<file path="config.mk">
export PLATFORM = sky130hd
export DESIGN_NAME = seq_detector_param
export DESIGN_NICKNAME = d
export VERILOG_FILES = /design/src/rtl/seq_detector_param.sv
export SDC_FILE = /design/constraint.sdc
export NUM_CORES = 1
export LEC_CHECK = 0
export ABC_AREA = 0
export BUFFER_PORTS_ARGS = -buffer_cell sky130_fd_sc_hd__buf_2
export CAP_MARGIN = 10
export CELL_PAD_IN_SITES_DETAIL_PLACEMENT = 1
export CELL_PAD_IN_SITES_GLOBAL_PLACEMENT = 2
export CORE_AREA = 2 2 57 59
export CTS_BUF_LIST = sky130_fd_sc_hd__clkbuf_2
export DETAILED_ROUTE_END_ITERATION = 12
export DIE_AREA = 0 0 59 61
export GPL_TIMING_DRIVEN = 1
export PLACE_DENSITY = 0.77
export SYNTH_ARGS = -nofsm -noshare
export SYNTH_HDL_FRONTEND = slang
export SYNTH_SLANG_ARGS = --single-unit
</file>
<file path="constraint.sdc">
create_clock -name clk -period 1.2 [get_ports clk]
set_input_delay 0.12 -clock clk [delete_from_list [all_inputs] [get_ports clk]]
set_output_delay 0.12 -clock clk [all_outputs]
set_load 0.02 [all_outputs]
</file>
<file path="src/rtl/seq_detector_param.sv">
// Serial pattern detector: scans a loaded parallel word MSB-first and pulses Z on each match.
// Optional saturating match counter enabled by defining SEQ_DET_COUNT_EN.
module seq_detector_param #(
    parameter int unsigned           WORD_W  = 7,
    parameter int unsigned           PAT_W   = 3,
    parameter logic [PAT_W-1:0]      PATTERN = 3'b101,
    parameter int unsigned           IDX_W   = 3,
    parameter int unsigned           CNT_W   = 4
) (
    input  logic             clk,
    input  logic             reset,
    input  logic             load,
    input  logic [WORD_W-1:0] X,
    input  logic             overlap,
    output logic             Z,
    output logic [1:0]       state,
    output logic [IDX_W-1:0] n,
    output logic             busy,
    output logic             done,
    output logic [CNT_W-1:0] match_count
);

    localparam int unsigned FillW = $clog2(PAT_W + 1);
    localparam logic [FillW-1:0] FillFull = FillW'(PAT_W);
    localparam logic [IDX_W-1:0] LastIdx = IDX_W'(WORD_W - 1);

    typedef enum logic [1:0] {
        StIdle  = 2'd0,
        StShift = 2'd1,
        StDone  = 2'd2
    } state_e;

    state_e              state_q, state_d;
    logic [WORD_W-1:0]   word_q, word_d;
    logic                ovl_q, ovl_d;
    logic [PAT_W-1:0]    window_q, window_d;
    logic [FillW-1:0]    fill_q, fill_d;
    logic [IDX_W-1:0]    n_q, n_d;
    logic                z_q, z_d;

    always_comb begin
        state_d  = state_q;
        word_d   = word_q;
        ovl_d    = ovl_q;
        window_d = window_q;
        fill_d   = fill_q;
        n_d      = n_q;
        z_d      = 1'b0;
        case (state_q)
            StIdle: begin
                if (load) begin
                    word_d   = X;
                    ovl_d    = overlap;
                    window_d = '0;
                    fill_d   = '0;
                    n_d      = '0;
                    state_d  = StShift;
                end
            end
            StShift: begin
                // word_q is shifted left so its MSB is always bit X[WORD_W-1-n].
                window_d = {window_q[PAT_W-2:0], word_q[WORD_W-1]};
                word_d   = {word_q[WORD_W-2:0], 1'b0};
                fill_d   = (fill_q == FillFull) ? fill_q : fill_q + FillW'(1);
                if ((window_d == PATTERN) && (fill_d == FillFull)) begin
                    z_d = 1'b1;
                    if (!ovl_q) begin
                        fill_d = '0;
                    end
                end
                if (n_q == LastIdx) begin
                    state_d = StDone;
                end else begin
                    n_d = n_q + IDX_W'(1);
                end
            end
            StDone: begin
                state_d = StIdle;
                n_d     = '0;
            end
            default: begin
                state_d = StIdle;
                n_d     = '0;
            end
        endcase
    end

    always_ff @(posedge clk) begin
        if (reset) begin
            state_q  <= StIdle;
            word_q   <= '0;
            ovl_q    <= 1'b0;
            window_q <= '0;
            fill_q   <= '0;
            n_q      <= '0;
            z_q      <= 1'b0;
        end else begin
            state_q  <= state_d;
            word_q   <= word_d;
            ovl_q    <= ovl_d;
            window_q <= window_d;
            fill_q   <= fill_d;
            n_q      <= n_d;
            z_q      <= z_d;
        end
    end

`ifdef SEQ_DET_COUNT_EN
    logic [CNT_W-1:0] cnt_q;

    // Counts in step with the Z register, so it already includes a pulse while Z is high.
    always_ff @(posedge clk) begin
        if (reset) begin
            cnt_q <= '0;
        end else if (z_d && (cnt_q != {CNT_W{1'b1}})) begin
            cnt_q <= cnt_q + CNT_W'(1);
        end
    end

    assign match_count = cnt_q;
`else
    assign match_count = '0;
`endif

    assign Z     = z_q;
    assign state = state_q;
    assign n     = n_q;
    assign busy  = (state_q == StShift);
    assign done  = (state_q == StDone);

endmodule
</file>
After elaboration in Yosys (flattened, before gate mapping) --
Index checks and enable logic that the tools add are counted.
Storage, ports and cells: bits in registers 18, output and inout bits 12, logic and storage cells 42
Operators by class: add/sub/neg operators 2, eq/ne operators 9, muxes and demuxes 15, bitwise logic cells 1, reduce and logical (&&, ||, !) cells 8
Operators by type and width (count):
- 7-bit case mux with 2 select lines | 1
- 2-bit two-way mux | 6
- 2-bit case mux with 2 select lines | 3
- 2-bit AND reduction | 4
- 7-bit two-way mux | 1
- 2-bit equality test, second input constant | 3
- 3-bit equality test, second input constant | 2
- 3-bit two-way mux | 2
- 3-bit case mux with 2 select lines | 1
- 2-bit != test, second input constant | 2
- 3-bit by 1-bit adder with 3-bit output, second input constant | 1
- 2-bit by 1-bit adder with 2-bit output, second input constant | 1
- 2-bit by 1-bit equality test with 1-bit output, second input constant | 1
- 2-bit logical NOT | 1
- 2-bit by 1-bit != test with 1-bit output, second input constant | 1
- 2-bit nonzero test | 1
- 2-bit OR reduction | 1
- 1-bit logical AND | 1
- 1-bit two-way mux | 1
- 1-bit inverter | 1

Longest topological paths before layout --
Gate-level depths: netlist (run 1).
depth after elaboration 6, mapped depth 6, gate-level depth less buffers 5

Least setup slack after synthesis (run 1) --
OpenSTA, ideal clock, no wires.
path kind reg2reg, start point register n_q[0] (netlist: n[0]), end point register n_q[0] (netlist: n[0]), library setup time 134 ps, data arrival time 1122 ps, path slack -56 ps, cell stages (with the launch flop) 6, path buffers 0, clock period less this slack 1256 ps, path through dfxtp_1 inv_1 ha_1 and3_1 o21ai_1 a211oi_1
Between the ends: word-level cells in the longest chain between the ends 3, elaborated cells between the ends (all ways) 6
RTL lines:
- start: declaration | line 38 | logic [IDX_W-1:0] n_q, n_d;
- start signal: assignment | line 103 | n_q <= n_d;
- 3-bit by 1-bit adder with 3-bit output / 3-bit equality test (equally long branches) | line 74, 71
- 3-bit two-way mux / 2-bit != test (equally long branches)
- 3-bit case mux with 2 select lines / 2-bit AND reduction (equally long branches)
Parallel ways exist; a longest one is shown, timed or not. The select of a mux whose other input is x is not followed. A chain may end at the register's enable or synchronous reset.

Worst setup path in the final report (run 1) --
start point register state_q[1] (netlist: state[1]), end point output done
Between the ends: word-level cells in the longest chain between the ends 1
RTL lines:
- start: declaration | line 33 | state_e state_q, state_d;
- start signal: assignment | line 90 | state_q <= StIdle;
- start signal: assignment | line 98 | state_q <= state_d;
- 2-bit equality test | line 129 | assign done = (state_q == StDone);
- end: declaration | line 19 | output logic done,
No other way between the ends.

==> reports/qor.txt, run 1 <==
Register area share after synthesis: 39.02%
Worst vdd ir: 0.4388 mV
RSZ-0062 raised after global routing: true
Hpwl dp: 1422 um
PwrDens: 988.9 nW/um2
Period utilization: 98.02%
DRC violations left: 0
I/O pin count: 23
Gr ovfl total: 0
Core area: 2953 um2
H-tree Lvls: 1
First-pass GRT wire length: 3318 um
Gate Count Post-Synth: 100
Cell Rows: 20
FF+latch count, synth: 18
Tot GR Track Use: 12.54%
Worst Setup End Kind: output pin
CTS Hold Bufs: 0
Final wirelength: 2060 um
Crit Path Max Fanout: 5
Final Skew: 6.164 ps
DRT Pass-1 Iters: 4
Die area: 3599 um2
Iteration-0 DRC count of the detailed router: 15
Clock slew at reported path FFs: 170 ps
Yosys top cell area share: 39.02%
Share of layout cells above drive strength 1: 45.90%
Top post-synthesis cells by area: dfxtp_1 (39%), a311oi_2 (8.1%), nand2_1 (6.9%)
Clk_lat worst skew: 300 ps
Antenna Cells: 0
GPL Wtd Cong: 0.6845
NumNets Final: 137
Hold Vio Cnt, Final: 0
Cells after DPL: 146
Post-route ant nets: 0
Largest net degree at the start of global routing: 15
Max-cap violations: 0
Fin worst setup slack: 23.79 ps
Prevailing post-synth register cell: dfxtp_1
Worst path arrival time: 1060 ps
Hold Path Class: input port to flop
Cell Count, Final, Fillers Out: 155
Die Y: 61 um
Root Driver: clkbuf_2
Clock sink count: 18
TritonCTS Buffers: 3
Leakage Power: 0.4631 nW
Mean post-synth cell area: 9.234 um2
Synthesis Warnings: 0
Final slew viol count: 0
Worst Path Required: 1080 ps
Count leader, synth: dfxtp_1
Critical Path Source Type: flop
Hold WS: 52.20 ps
Worst setup path category: flop to output pin
# setup viols final: 0
R2R Setup Slk: 70 ps
Post-synth ARST share: 0%
Synth area leader: dfxtp_1
EDFF count, synth: 0
Synth cell count leaders: dfxtp_1 (18), nand2_1 (17), nor2_1 (6)
Post-synth cell types: 33
Layout fillers: 362
Status: complete, no violations
Vias per Instance: 4.845
Period minus WS final: 1176 ps
I/O Buffers: 18
Initial antenna violation count: 0
Sum of negative setup slack: 0 ps
DP Worst Slack: 33.14 ps
Clock buffer depth: 2
Post-synthesis cell area: 923.4 um2
DR vias: 751
Area Overhead vs Synth: 23.04%
Max frequency: 0.8502 GHz
WL per Instance: 13.29 um
Vias in the first global route: 748
CTS tree: built
Starting Density: 31.27%
Die outline width: 59 um
## final cells by class
cell class	count	area [um2]	area share, %
Multi-Input combinational cell	71	525.5	46.26
Sequential cell	18	370.4	32.60
Timing Repair Buffer	27	170.2	14.98
Tap cell	33	41.29	3.634
Clock buffer	3	15.01	1.322
Inverter	3	13.76	1.211
## kinds of logic after synthesis
group	Yosys count	synth area share, %
AO/OA/AOI/OAI	20	20.73
adder cells (fa/ha/maj)	2	2.710
buffers and inverters	14	12.06
flip-flops	18	39.02
multiplexers	1	1.084
other	1	0.4061
AND/OR/NAND/NOR	44	23.98
## path summary, 6_finish.rpt
kind,start,to,depth (start not counted)
max,state[1],done,3
min reg2reg,word_q[0],word_q[0],2
max reg2reg,state[0],word_q[3],3
min,overlap,ovl_q,3
## layer usage
layer	up-vias	global-route usage (%)	wire length [um]
li1	388	-	-
met1	352	15.30	948
met2	9	21.27	1048
met3	2	1.919	48
met4	0	6.818	14
met5	-	0	0
## cell usage in the layout, fill, tap and decap left out, types with 3 or more instances in the layout
cell type / n
buf_4: 9
nor2b_1: 3
nor2_1: 5
dfxtp_1: 14
clkbuf_2: 3
buf_2: 16
nor3_1: 3
nand2_1: 16
nor2_2: 5
o221ai_1: 3
conb_1: 4
a311oi_2: 5
## per-stage QoR
stage | util, % | power (mW) | area, um2
after floorplan | - | 0.8269 | 938.4
after global placement | 33.60 | 0.8470 | 992.2
after detailed placement | 33.60 | 0.8529 | 992.2
after CTS | 36.44 | 1.120 | 1076
after global routing | 38.47 | 1.189 | 1136
final | 38.47 | 1.123 | 1136
## timing repair
item	4_1_cts	5_1_grt
gates cloned	0	0
setup endpoints to repair	3	8
gates resized for setup	7	15
setup buffers	6	0
pin swaps	0	2
## worst max-delay path, stage by stage (launching register included)
cell     delay (ps)
dfxtp_4         400
buf_6           100
nor2b_4         140
buf_6           120
## where the power goes
group          switching (mW)  leakage, nW  internal, mW
clock network           0.190       0.0125        0.0682
logic                   0.115        0.301        0.0890
registers              0.0329        0.150         0.628
total                   0.338        0.463         0.786
## state kept, by name, summed over array words and instances, names as in the netlist
signal	cells
fill_q	2
n	3
Z	1
word_q	7
ovl_q	1
window_q	2
state	2
Power figures use the tool's default switching activity.
==> inputs of run 2 (changes only) <==
--- a/config.mk
+++ b/config.mk
@@ -11,11 +11,12 @@
 export CELL_PAD_IN_SITES_DETAIL_PLACEMENT = 1
 export CELL_PAD_IN_SITES_GLOBAL_PLACEMENT = 2
 export CORE_AREA = 2 2 57 59
-export CTS_BUF_LIST = sky130_fd_sc_hd__clkbuf_2
+export CTS_BUF_LIST = sky130_fd_sc_hd__clkbuf_4
 export DETAILED_ROUTE_END_ITERATION = 12
 export DIE_AREA = 0 0 59 61
 export GPL_TIMING_DRIVEN = 1
 export PLACE_DENSITY = 0.77
+export RECOVER_POWER = 100
 export SYNTH_ARGS = -nofsm -noshare
 export SYNTH_HDL_FRONTEND = slang
 export SYNTH_SLANG_ARGS = --single-unit
==> run 2 against run 1 <==
- sequential power about the same
- combinational power down 5%
- hold slack better by 11 ps
- highest routed layer unchanged
- critical endpoint is now busy
- final area down 4.1%
- maximum frequency down 1.4%
- sequential share of layout area up 1.3 points
- critical path depth unchanged
- largest power group unchanged
- first-iteration DRC count up 27%
- register-to-register slack worse by 50 ps
- via count up 0.80%
==> reports/qor.txt, run 2 (synthesis results as in run 1) <==
DR vias: 757 (+0.80%)
Root Driver: clkbuf_4
Clock slew at reported path FFs: 110 ps (-60 ps)
WL per Instance: 13.16 um (-0.96%)
Worst setup path category: flop to output pin
Max-cap violations: 0 (unchanged)
Clk_lat worst skew: 290 ps (about the same)
Biggest register: word_q
Commonest non-fill, non-tap cell in the layout: nand2_1
Hold_sp: overlap
Clock sink count: 18 (unchanged)
Largest register FFs: 7 (unchanged)
Tot GR Track Use: 12.37% (-0.18 points)
CTS tree: built
Worst vdd ir: 0.4101 mV (-6.5%)
Cell Rows: 20 (unchanged)
Hold Path Class: input port to flop
Clock buffer depth: 2 (unchanged)
Reg2reg start: state[1]
PwrDens: 1065 nW/um2 (+7.7%)
Critical Path Source Type: flop
Area Overhead vs Synth: 18.02%
NumNets Final: 136 (-0.73%)
Leakage Power: 0.4365 nW (-5.7%)
Worst hold path depth: 3 (unchanged)
Fin worst setup slack: 7.209 ps (-16.58 ps)
DRT Pass-1 Iters: 3 (-1)
Iteration-0 DRC count of the detailed router: 19 (+4)
Share of layout cells above drive strength 1: 37.19% (-8.7 points)
Fin util: 36.91% (-1.6 points)
Endpoint of the worst hold path: ovl_q
Final Skew: 0.6426 ps (-5.522 ps)
Vias per Instance: 4.916 (+1.5%)
Worst Path Required: 1080 ps (about the same)
Most frequent cells in the layout: nand2_1 (16), dfxtp_1 (15), buf_2 (13), buf_4 (9), nor2_1 (6)
Hold WS: 63.35 ps (+11.15 ps)
First-pass GRT wire length: 3263 um (-1.7%)
Hpwl dp: 1422 um (unchanged)
Core area: 2953 um2 (unchanged)
Worst path arrival time: 1070 ps (about the same)
Sum of negative setup slack: 0 ps (unchanged)
Largest net degree at the start of global routing: 15 (unchanged)
RSZ-0062 raised after global routing: true
Initial antenna violation count: 0 (unchanged)
Vias in the first global route: 750 (+0.27%)
Final slew viol count: 0 (unchanged)
Die outline width: 59 um (unchanged)
Period utilization: 99.40% (+1.4 points)
R2r endpoint: word_q[5]
Worst Setup End Kind: output pin
Post-route ant nets: 0 (unchanged)
CTS Hold Bufs: 0 (unchanged)
GPL Wtd Cong: 0.6845 (unchanged)
# setup viols final: 0 (unchanged)
Die area: 3599 um2 (unchanged)
DP Worst Slack: 33.14 ps (unchanged)
Status: complete, no violations
I/O pin count: 23 (unchanged)
I/O Buffers: 18 (unchanged)
Antenna Cells: 0 (unchanged)
Starting Density: 31.27% (unchanged)
Hold Vio Cnt, Final: 0 (unchanged)
H-tree Lvls: 1 (unchanged)
FF-to-FF path depth: 4 (+1)
Max frequency: 0.8384 GHz (-1.4%)
Period minus WS final: 1193 ps (+16.58 ps)
Crit Path Max Fanout: 5 (unchanged)
DRC violations left: 0 (unchanged)
R2R Setup Slk: 20 ps (-50 ps)
Layout fillers: 379 (+4.7%)
Die Y: 61 um (unchanged)
Final wirelength: 2027 um (-1.6%)
TritonCTS Buffers: 3 (unchanged)
Gr ovfl total: 0 (unchanged)
[run 2: where the power goes]
group          switching, mW  leakage (nW)  internal, mW
registers             0.0305         0.149         0.627
logic                  0.111         0.273        0.0832
clock network          0.192        0.0138         0.117
[run 2: critical path, stage by stage, from the launching register on]
cell      delay [ps]
dfxtp_4          380
nand2b_1         200
inv_4             80
buf_4            130
[run 2: area by class of cell]
class                   count  area (um2)  area share [%]
flip-flops and latches     18       369.1           33.87
repair buffers             26       155.1           14.24
clock buffers               3       22.52           2.067
inverters                   3       13.76           1.263
well taps                  33       41.29           3.789
multi-input cells          71       488.0           44.78
[run 2: worst max-delay path by stage]
stage	from	end	slack, ps	cells past startpoint
after floorplan	n[1]	n[1]	20	4
after global placement	n[0]	n[0]	50	5
after detailed placement	state[0]	word_q[4]	30	3
after CTS	state[0]	busy	10	3
after global routing	n[0]	n[1]	-50	5
final	state[1]	busy	7	3
[run 2: metal layers]
layer | GRT usage, % | routed length (um) | vias to the layer above
li1 | - | - | 387
met2 | 20.95 | 1027 | 9
met5 | 0 | 0 | -
met3 | 1.919 | 50 | 2
met1 | 15.05 | 930 | 359
met4 | 6.818 | 18 | 0
[run 2: through the flow]
| stage | total power, mW | cell area, um2 | cells |
|---|---|---|---|
| floorplan | 0.8269 | 938.4 | 103 |
| global placement | 0.8470 | 992.2 | 146 |
| detailed placement | 0.8529 | 992.2 | 146 |
| CTS | 1.161 | 1061 | 153 |
| global route | 1.225 | 1090 | 154 |
| finish | 1.161 | 1090 | 154 |
[run 2: what timing repair did]
item                                    CTS  global route
endpoints found under the setup margin    2             9
gates cloned                              0             0
pin swaps                                 0             2
gates resized for setup                   6             7
hold endpoints to repair                  0             0
setup buffers                             4             1
==> inputs of run 3 (changes only) <==
--- a/config.mk
+++ b/config.mk
@@ -5,17 +5,17 @@
 export SDC_FILE = /design/constraint.sdc
 export NUM_CORES = 1
 export LEC_CHECK = 0
-export ABC_AREA = 0
+export ABC_AREA = 1
 export BUFFER_PORTS_ARGS = -buffer_cell sky130_fd_sc_hd__buf_2
 export CAP_MARGIN = 10
 export CELL_PAD_IN_SITES_DETAIL_PLACEMENT = 1
 export CELL_PAD_IN_SITES_GLOBAL_PLACEMENT = 2
-export CORE_AREA = 2 2 57 59
+export CORE_AREA = 2 2 59 61
 export CTS_BUF_LIST = sky130_fd_sc_hd__clkbuf_4
 export DETAILED_ROUTE_END_ITERATION = 12
-export DIE_AREA = 0 0 59 61
+export DIE_AREA = 0 0 61 63
 export GPL_TIMING_DRIVEN = 1
-export PLACE_DENSITY = 0.77
+export PLACE_DENSITY = 0.76
 export RECOVER_POWER = 100
 export SYNTH_ARGS = -nofsm -noshare
 export SYNTH_HDL_FRONTEND = slang
==> run 3 against run 2 <==
- sequential power up 0.8%
- register-to-register slack better by 60 ps
- worst setup slack better by 70 ps
- maximum frequency up 6.3%
- sequential share of layout area down 1.1 points
- clock skew up 7.4 ps
- clock-buffer cell count unchanged
- combinational power up 43%
- global-route usage down 0.14 points
- critical path type unchanged
- largest cell class unchanged
==> reports/qor.txt, run 3 <==
Commonest non-fill, non-tap cell in the layout: nand2_1
Hold WS: 88.62 ps (+25.27 ps)
FF+latch count, synth: 18 (unchanged)
XOR/XNOR share of the synthesized area: 0% (unchanged)
Max-cap violations: 0 (unchanged)
Post-Synth Adder-Cell Area: 2.890% (+0.18 points)
Gr ovfl total: 0 (unchanged)
Largest family of logic cells by synthesized area: simple AND/OR/NAND/NOR gates
Most frequent cells in the layout: nand2_1 (36), nor2_1 (22), dfxtp_1 (15), buf_2 (13), inv_1 (10)
Root Driver: clkbuf_4
DRT Pass-1 Iters: 2 (-1)
Synthesis Warnings: 0 (unchanged)
Gate Count Post-Synth: 127 (+27%)
Leakage Power: 0.5392 nW (+24%)
Tot GR Track Use: 12.23% (-0.14 points)
Post-Synth Simple-Gate Area: 33.38% (+9.4 points)
NumNets Final: 168 (+24%)
Top post-synthesis cells by area: dfxtp_1 (42%), nand2_1 (16%), nor2_1 (10%)
Iteration-0 DRC count of the detailed router: 25 (+6)
Compound-Gate Fraction of Synth Area: 9.538% (-11 points)
Biggest register: word_q
Vias per Instance: 4.205 (-14%)
Worst setup path category: flop to output pin
Die Y: 63 um (+3.3%)
Crit Path Max Fanout: 3 (-2)
Yosys top cell area share: 41.62% (+2.6 points)
Clock slew at reported path FFs: 110 ps (about the same)
Area Overhead vs Synth: 28.47%
I/O pin count: 23 (unchanged)
Post-synthesis cell area: 865.8 um2 (-6.2%)
Share of layout cells above drive strength 1: 25.97% (-11 points)
Clock buffer depth: 2 (unchanged)
I/O Buffers: 18 (unchanged)
CTS tree: built
Hold Vio Cnt, Final: 0 (unchanged)
Register area share after synthesis: 41.62% (+2.6 points)
Worst path arrival time: 1000 ps (-70 ps)
Antenna Cells: 0 (unchanged)
PwrDens: 1123 nW/um2 (+5.4%)
EDFF count, synth: 0 (unchanged)
H-tree Lvls: 1 (unchanged)
Initial antenna violation count: 0 (unchanged)
GPL Wtd Cong: 0.7073 (+3.3%)
Power Total: 1.249 mW (+7.6%)
WL per Instance: 10.21 um (-22%)
Status: complete, no violations
DRC violations left: 0 (unchanged)
Cell Count, Final, Fillers Out: 200 (+30%)
Count leader, synth: nand2_1
# setup viols final: 0 (unchanged)
Starting Density: 26.79% (-4.5 points)
Worst vdd ir: 0.4304 mV (+4.9%)
Cell Rows: 21 (+5.0%)
Final wirelength: 2041 um (+0.69%)
Critical Path Source Type: flop
Period utilization: 93.55% (-5.9 points)
Final Skew: 8.056 ps (+7.414 ps)
Largest net degree at the start of global routing: 14 (-1)
Hold Path Class: input port to flop
Post-synth cell types: 19 (-42%)
Post-synthesis mux area share: 0% (-1.1 points)
Clk_lat worst skew: 290 ps (about the same)
DP Worst Slack: 43.30 ps (+10.16 ps)
Final slew viol count: 0 (unchanged)
TritonCTS Buffers: 3 (unchanged)
Fin util: 34.42% (-2.5 points)
Post-route ant nets: 0 (unchanged)
Vias in the first global route: 826 (+10%)
Period minus WS final: 1123 ps (-70.22 ps)
Largest register FFs: 7 (unchanged)
Clock sink count: 18 (unchanged)
Synth cell count leaders: nand2_1 (37), nor2_1 (24), dfxtp_1 (18)
Cells after DPL: 192 (+32%)
Die area: 3843 um2 (+6.8%)
Worst Path Required: 1080 ps (about the same)
Post-synth ARST share: 0% (unchanged)
Hpwl dp: 1584 um (+11%)
Synth area leader: dfxtp_1
Prevailing post-synth register cell: dfxtp_1
DR vias: 841 (+11%)
Core area: 3232 um2 (+9.4%)
Max frequency: 0.8908 GHz (+6.3%)
Die outline width: 61 um (+3.4%)
RSZ-0062 raised after global routing: true
Fin worst setup slack: 77.43 ps (+70.22 ps)
Mean post-synth cell area: 6.818 um2 (-26%)
First-pass GRT wire length: 3608 um (+11%)
Worst Setup End Kind: output pin
-- run 3: cell count changes in the layout (fill, tap and decap cells not counted), sizes merged, moves of 4 or more --
| cell | before | now |
|---|---|---|
| a311oi | 6 | 0 |
| inv | 3 | 13 |
| nand2 | 17 | 39 |
| nand3 | 1 | 5 |
| nor2 | 10 | 25 |
| nor2b | 4 | 0 |
| o21ai | 2 | 10 |
-- run 3: cell families after synthesis --
kind of cell,Yosys count
fa+ha+maj,2
compound gates,16
buf+inv,20
simple gates,70
flops,18
other cells,1
-- run 3: timing repair --
action                                  in CTS  in global routing
resized for setup                            7                 15
endpoints found under the setup margin       1                 14
pin swaps                                    1                  3
hold buffers                                 0                  0
endpoints found under the hold margin        0                  0
buffers inserted                             2                  2
-- run 3: worst max-delay path, cell delays in order, from the launching register on --
cell and delay (ps):
dfxtp_2 360, inv_2 50, nor2_4 100, buf_6 110, buf_6 100
-- run 3: layer usage --
metal	share of wire (%)	track usage (%)
met1	43	14.74
met5	0	0
met3	4.7	2.070
met4	0.98	4.076
met2	52	21.24
-- run 3: area by class of cell --
type / instances / area [um2]
timing repair buffer: 27 / 173.9
fill: 428 / 2120
tap: 46 / 57.56
clock inverter: 1 / 3.754
sequential: 18 / 364.1
inverter: 13 / 58.81
multi-input combinational: 92 / 431.7
clock buffer: 3 / 22.52
-- run 3: path summary, 6_finish.rpt --
check / from / endpoint / slack [ps] / depth (start not counted)
worst max-delay path: state[0] / busy / 80 / 4
worst min-delay path: reset / word_q[0] / 90 / 2
worst max register to register: state[0] / word_q[5] / 80 / 8
worst min register to register: word_q[0] / word_q[0] / 470 / 2
-- run 3: power by group --
part	internal [mW]	switching, mW	leakage (nW)
sequential	0.638	0.0250	0.149
combinational	0.114	0.163	0.375
clock	0.121	0.188	0.0154
-- run 3: stage by stage --
| stage | instance area [um2] | TNS, ps |
|---|---|---|
| after floorplan | 879.6 | 0 |
| after global placement | 1011 | 0 |
| after detailed placement | 1011 | 0 |
| after CTS | 1061 | -12.77 |
| after global routing | 1112 | -57.03 |
| final | 1112 | 0 |
